**src/rtl/uart_alu_sequencer.sv**
```systemverilog
// UART <-> ALU command sequencer: collects A, B and opcode bytes, holds them
// on the ALU inputs, captures the result and hands it to the UART transmitter.
//
// Ports:
//   i_clock, i_reset    : clock, synchronous active-high reset
//   i_rx_done/i_rx_data : received-byte strobe and byte
//   i_alu_result        : combinational ALU output
//   i_tx_done           : transmitter finished the byte
//   o_data_a/o_data_b   : ALU operands (raw bytes)
//   o_operation         : ALU opcode (low NB_OP bits of the third byte)
//   o_tx_start/o_tx_data: transmit request pulse and registered byte
//   o_busy              : command in execution or transmission
//   o_overrun/o_timeout : single-cycle event pulses
module uart_alu_sequencer #(
    parameter int NB_DATA        = 8,
    parameter int NB_OP          = 6,
    parameter int TIMEOUT_CYCLES = 1000000,
    parameter int NB_TIMER       = 20
) (
    input  logic               i_clock,
    input  logic               i_reset,
    input  logic               i_rx_done,
    input  logic [NB_DATA-1:0] i_rx_data,
    input  logic [NB_DATA-1:0] i_alu_result,
    input  logic               i_tx_done,
    output logic [NB_DATA-1:0] o_data_a,
    output logic [NB_DATA-1:0] o_data_b,
    output logic [NB_OP-1:0]   o_operation,
    output logic               o_tx_start,
    output logic [NB_DATA-1:0] o_tx_data,
    output logic               o_busy,
    output logic               o_overrun,
    output logic               o_timeout
);

    typedef enum logic [2:0] {
        ST_WAIT_A,
        ST_WAIT_B,
        ST_WAIT_OP,
        ST_EXEC,
        ST_SEND,
        ST_WAIT_TX
    } state_t;

    localparam logic [NB_TIMER-1:0] TIMER_LAST =
        NB_TIMER'(TIMEOUT_CYCLES - 1);

    state_t               state_q, state_d;
    logic [NB_TIMER-1:0]  timer_q, timer_d;
    logic [NB_DATA-1:0]   data_a_q, data_a_d;
    logic [NB_DATA-1:0]   data_b_q, data_b_d;
    logic [NB_OP-1:0]     op_q, op_d;
    logic [NB_DATA-1:0]   tx_data_q, tx_data_d;
    logic                 tx_start_q, tx_start_d;
    logic                 busy_q, busy_d;
    logic                 overrun_q, overrun_d;
    logic                 timeout_q, timeout_d;
    logic                 busy_now;

    assign busy_now = (state_q == ST_EXEC) || (state_q == ST_SEND)
                   || (state_q == ST_WAIT_TX);

    always_comb begin
        state_d   = state_q;
        timer_d   = '0;
        data_a_d  = data_a_q;
        data_b_d  = data_b_q;
        op_d      = op_q;
        tx_data_d = tx_data_q;
        timeout_d = 1'b0;
        unique case (state_q)
            ST_WAIT_A: begin
                if (i_rx_done) begin
                    data_a_d = i_rx_data;
                    state_d  = ST_WAIT_B;
                end
            end
            ST_WAIT_B: begin
                if (i_rx_done) begin
                    data_b_d = i_rx_data;
                    state_d  = ST_WAIT_OP;
                end else if (timer_q == TIMER_LAST) begin
                    state_d   = ST_WAIT_A;
                    timeout_d = 1'b1;
                end else begin
                    timer_d = timer_q + 1'b1;
                end
            end
            ST_WAIT_OP: begin
                if (i_rx_done) begin
                    op_d    = i_rx_data[NB_OP-1:0];
                    state_d = ST_EXEC;
                end else if (timer_q == TIMER_LAST) begin
                    state_d   = ST_WAIT_A;
                    timeout_d = 1'b1;
                end else begin
                    timer_d = timer_q + 1'b1;
                end
            end
            ST_EXEC: begin
                tx_data_d = i_alu_result;
                state_d   = ST_SEND;
            end
            ST_SEND: begin
                state_d = ST_WAIT_TX;
            end
            ST_WAIT_TX: begin
                if (i_tx_done) begin
                    state_d = ST_WAIT_A;
                end
            end
            default: begin
                state_d = ST_WAIT_A;
            end
        endcase
        // A byte arriving mid-execution is dropped, never queued.
        overrun_d  = busy_now && i_rx_done;
        tx_start_d = (state_d == ST_SEND);
        busy_d     = (state_d == ST_EXEC) || (state_d == ST_SEND)
                  || (state_d == ST_WAIT_TX);
    end

    always_ff @(posedge i_clock) begin
        if (i_reset) begin
            state_q    <= ST_WAIT_A;
            timer_q    <= '0;
            data_a_q   <= '0;
            data_b_q   <= '0;
            op_q       <= '0;
            tx_data_q  <= '0;
            tx_start_q <= 1'b0;
            busy_q     <= 1'b0;
            overrun_q  <= 1'b0;
            timeout_q  <= 1'b0;
        end else begin
            state_q    <= state_d;
            timer_q    <= timer_d;
            data_a_q   <= data_a_d;
            data_b_q   <= data_b_d;
            op_q       <= op_d;
            tx_data_q  <= tx_data_d;
            tx_start_q <= tx_start_d;
            busy_q     <= busy_d;
            overrun_q  <= overrun_d;
            timeout_q  <= timeout_d;
        end
    end

    assign o_data_a    = data_a_q;
    assign o_data_b    = data_b_q;
    assign o_operation = op_q;
    assign o_tx_start  = tx_start_q;
    assign o_tx_data   = tx_data_q;
    assign o_busy      = busy_q;
    assign o_overrun   = overrun_q;
    assign o_timeout   = timeout_q;

endmodule

```
**config.mk**
```make
export PLATFORM = sky130hd
export DESIGN_NAME = uart_alu_sequencer
export DESIGN_NICKNAME = d
export VERILOG_FILES = /design/src/rtl/uart_alu_sequencer.sv
export SDC_FILE = /design/constraint.sdc
export NUM_CORES = 1
export LEC_CHECK = 0
export BUFFER_PORTS_ARGS = -buffer_cell sky130_fd_sc_hd__buf_2
export CAP_MARGIN = 40
export CORE_MARGIN = 1.5
export CORE_UTILIZATION = 56
export CTS_CLUSTER_DIAMETER = 50
export DETAILED_ROUTE_END_ITERATION = 12
export PLACE_DENSITY = 0.85
export SYNTH_ARGS = -nofsm -noshare
export SYNTH_HDL_FRONTEND = slang
export SYNTH_SLANG_ARGS = --single-unit
```
**constraint.sdc**
```tcl
create_clock -name i_clock -period 2.4 [get_ports i_clock]
set_input_delay 0.24 -clock i_clock [delete_from_list [all_inputs] [get_ports i_clock]]
set_output_delay 0.24 -clock i_clock [all_outputs]
set_load 0.01 [all_outputs]
```
; ---- Word level (Yosys, flattened, before mapping)
; Index checks and enable logic that the tools add are counted.
[classes]
eq_ne = 9
shifts = 0
mux = 7
div_mod_pow = 0
bitwise = 1
magnitude_cmp = 0
n_addsub = 1
n_mul = 0
reduce_logical = 12
[op_table]
columns = op, count
row1 = 20-bit by 1-bit adder with 20-bit output (second input constant), 1
row2 = 20-bit == test (second input constant), 1
row3 = 3-bit case mux with 6 select lines, 1
row4 = 3-bit two-way mux, 5
row5 = 3-bit == test (second input constant), 4
row6 = 3-bit by 2-bit == test with 1-bit output (second input constant), 3
row7 = 2-bit AND reduction, 3
row8 = 1-bit logical OR, 4
row9 = 4-bit OR reduction, 1
row10 = 3-bit by 1-bit == test with 1-bit output (second input constant), 1
row11 = 3-bit zero test, 1
row12 = 3-bit OR reduction, 1
row13 = 2-bit OR reduction, 1
row14 = 1-bit logical AND, 1
row15 = 1-bit two-way mux, 1
row16 = 1-bit NOT, 1
[word_totals]
mem_bits_ro = 0
out_inout_bits = 34
wordCells = 40
input_bits = 20
latch_bits = 0
mem_count = 0
regBits = 57
ram_bits = 0

; ---- Depth between registers and ports, before layout
[depth]
ltp_word = 7
ltp_mapped = 7
ltp_nobuf = 5

; ---- Worst setup path before layout
; Ideal clock, no wire load.
[synth_path]
kind = register to register
start = register timer_q[0]
end = register state_q[1]
required_ps = 2268
arrival_time_ps = 1393
n_path_buf = 1
synth_period_minus_slack_ps = 1526
setup_slack_ps = 874
setup_ps = 132
stages_incl_launch_ff = 7
path_cell_list = dfxtp_1 -> ha_1 -> and4_1 -> buf_2 -> nand4_1 -> o311ai_0 -> a211oi_1
[synth_between]
elab_chain_len = 4
word_cells_on_any_way = 5
cone_classes = 1 x eq/ne / 4 x mux
[synth_rtl]
columns = element, line_no
row1 = start: declaration, 49  ; logic [NB_TIMER-1:0] timer_q, timer_d;
row2 = start signal: assignment, 137  ; timer_q <= timer_d;
row3 = 20-bit == test *, "82, 93"
row4 = 3-bit two-way mux *, "82, 93"
row5 = 3-bit two-way mux (on tied branches), "90, 79"
row6 = 3-bit case mux with 6 select lines *, 71  ; unique case (state_q)
row7 = end signal: assignment, 136  ; state_q <= state_d;
row8 = end: declaration, 48  ; state_t state_q, state_d;
; Every way passes the cells marked *; elsewhere a longest branch is shown, timed or not.
; A chain may end at the register's enable or synchronous reset.

; ---- Final worst setup path
[layout_path]
start = register state_q[0]
end = register data_a_q[2] (netlist: o_data_a[2])
[layout_between]
elab_chain_len = 2
[layout_rtl]
columns = element, line_no
row1 = 3-bit zero test, 71
row2 = 2-bit AND reduction (no line), -
row3 = end signal: assignment, 138  ; data_a_q <= data_a_d;
row4 = end: declaration, 50  ; logic [NB_DATA-1:0] data_a_q, data_a_d;
; Every way passes these cells.

==> flow_summary.yaml <==
logic_synthesis:
  async_flop_share_pct: 0
  syn_nets: 266
  yosysSeqAreaShare_pct: 50.19
  synth_warnings: 0
  synth_area_sq_um: 2273
  synth_edf_count: 0
  synth_cell_types: 40
  ys_ff_latch: 57
  yosys_most_used_dff: "dfxtp_1"
  syn_area_per_cell_sq_um: 9.279
  syn_inst: 245
detailed_routing:
  drt_pre_antenna_iters: 4
  drc_errors: 0
  top_layer_used: "met4"
  post_drt_wl_per_cell_um: 13.62
  met2WireLength_um: 2242
  detail-route-antenna-nets: 0
  drt-total-wl_um: 4741
  met3_length_um: 228
  drt-met1-wl_um: 2125
  vias: 1844
  drtIter0Drc: 82
  vias_per_cell: 5.299
setup_path:
  cp.depth: 4
  reg2reg_depth: 4
  worstPathArrival_ps: 2020
  cpLargestDelayFamily: "simple AND/OR/NAND/NOR gates"
  crit_fanout: 8
  critical_path_required_ps: 2660
  r2r_start: "state_q[0]"
  path_cells: "nor3b_1 > nor2b_1 > nand2_1 > a21oi_1"
  rrSetupSlack_ps: 640
  max_stage_delay_ps: 550
  critPathCaptureType: "register"
  start_kind: "register"
  worst_path_max_delay_cell: "nor2b_1"
  path_class: "reg -> reg"
  worst_r2r_endpoint: "o_data_a[2]"
  path_buf_inv: 0
timing:
  rsz0062_at_grt: "no"
  finalHoldViolations: 0
  skew_ps: 6.152
  drv_slew: 0
  hold_slack_ps: 145.5
  period_minus_slack_ps: 1763
  setup_violations: 0
  relSlewSlack_pct: 55.05
  worst_slew_pin_slew_ps: 672.3
  finalSetupTns_ps: 0
  max_freq_ghz: 0.5671
  period_share_pct: 73.47
placed_design:
  dp_hpwl_um: 3222
  port_buffers: 53
  globalplace.congestion: 0.8309
  dpl.cell_count: 332
power:
  p_per_area_nw_per_um2: 749.7
  finalPower_w: 0.002061
  peakVddDrop_mv: 0.4257
  p_leak_nw: 1.185
clocking:
  cts_buffers: 9
  postCtsSetupBuffers: 0
  path_clk_slew_ps: 70
  cts_buffer_depth: 2
  insertion_delay_ps: 330
  ctsHtreeMaxLevel: 3
  post_cts_resized: 0
  clock-root-buffer: "clkbuf_8"
  cts_tree: "done"
  ctsHoldBuffers: 0
  clock-sinks: 57
hold_path:
  hold_start: "i_alu_result[6]"
  whs_path_depth: 3
  min_path_type: "in -> reg"
  holdPathEnd: "o_tx_data[6]"
global_routing:
  grt_pass1_vias: 1655
  grt_usage_pct: 22.86
  antenna_found_initial: 0
  grt_max_degree: 39
  grt-ovfl-total: 0
  grt_pass1_wl_um: 7362
run_status:
  status: "finished, final reports clean"
cells_and_area:
  fin_cells: 348
  area_growth_pct: 20.91
  nNetsFinal: 316
  num_antenna_cells: 0
  drive_gt1_share_pct: 25.33
  fin_util_pct: 72.89
floorplanning:
  rows: 22
  initial_utilization_pct: 60.29
  core_sq_um: 3771
  die_w_um: 66.72
  die_area_sq_um: 4451
  chipHeight_um: 66.72
  pin_count: 54
job:
  cap_violations: 0
==> worst max-delay path by stage <==
stage                    start        endpoint
floorplan           timer_q[0]      state_q[1]
global placement    timer_q[5]     timer_q[17]
detailed placement  state_q[0]     o_data_b[7]
CTS                 state_q[0]  o_operation[0]
global route        timer_q[0]      state_q[1]
finish              state_q[0]     o_data_a[2]
==> report_power, final <==
| part | internal (W) | total (W) | switching [W] | leakage (nW) |
|---|---|---|---|---|
| clock network | 0.000562 | 0.000925 | 0.000363 | 0.105 |
| registers | 0.000972 | 0.000992 | 0.0000192 | 0.461 |
| logic | 0.0000598 | 0.000144 | 0.0000846 | 0.619 |
==> per-stage QoR <==
step	setup WS (ps)	instance area [sq um]
finish	636.8	2749
global route	509.2	2749
CTS	671.6	2749
detailed placement	705.2	2534
global placement	780.0	2534
floorplan	874.4	2273
==> area by class of cell <==
type / count / area [sq um]
Timing Repair Buffer: 54 / 272.8
Inverter: 2 / 7.507
Sequential cell: 57 / 1141
Multi-Input combinational cell: 171 / 1052
Clock buffer: 12 / 165.2
Tap cell: 48 / 60.06
Clock inverter: 4 / 50.05
Fill cell: 277 / 1022
==> per-layer routing <==
metal  vias up  GRT usage, %
li1        936             -
met1       838         26.94
met2        54         35.88
met3        16         6.588
met4         0         15.31
met5         -             0
==> cells in the final DEF, fill, tap and decap left out, types with 3 or more instances in the layout <==
cell type,n
nand2_1,25
nand3_1,6
buf_2,53
xnor2_1,3
nor2_1,42
and2_1,4
mux2i_1,22
a21oi_1,15
xor2_1,11
nand4_1,6
clkbuf_8,12
and4_1,4
o21ai_0,3
nand2b_1,3
dfxtp_1,57
==> cell families after synthesis <==
logic type	Yosys count	share of synthesized area, %
AO/OA/AOI/OAI	25	6.219
XOR/XNOR	14	5.394
adder cells (fa/ha/maj)	1	0.5503
buffers and inverters	17	3.522
flip-flops	57	50.19
multiplexers	22	9.686
AND/OR/NAND/NOR	109	24.44
==> synthesized netlist by cell type, drive strengths merged (3+ instances only) <==
cell / n / area share (%)
dfxtp: 57 / 50
nor2: 42 / 6.9
nand2: 25 / 4.1
mux2i: 22 / 9.7
a21oi: 16 / 3.7
xor2: 11 / 4.2
buf: 9 / 2.2
nand4: 7 / 2.6
clkbuf: 6 / 0.99
nand3: 6 / 1.3
and4: 5 / 2.0
and2: 4 / 1.1
o21ai: 4 / 0.88
nand2b: 3 / 0.83
xnor2: 3 / 1.2
==> sequential cells by signal, summed over array words and instances (netlist names) <==
register / flops
timer_q: 20
o_data_a: 8
o_timeout: 1
o_overrun: 1
o_data_b: 8
o_busy: 1
o_tx_start: 1
o_operation: 6
o_tx_data: 8
state_q: 3
==> worst min-delay path, cell delays in order <==
cell and delay (ps):
buf_2 80, mux2i_1 50, nor2_1 70
(Power assumes the default switching activity.)
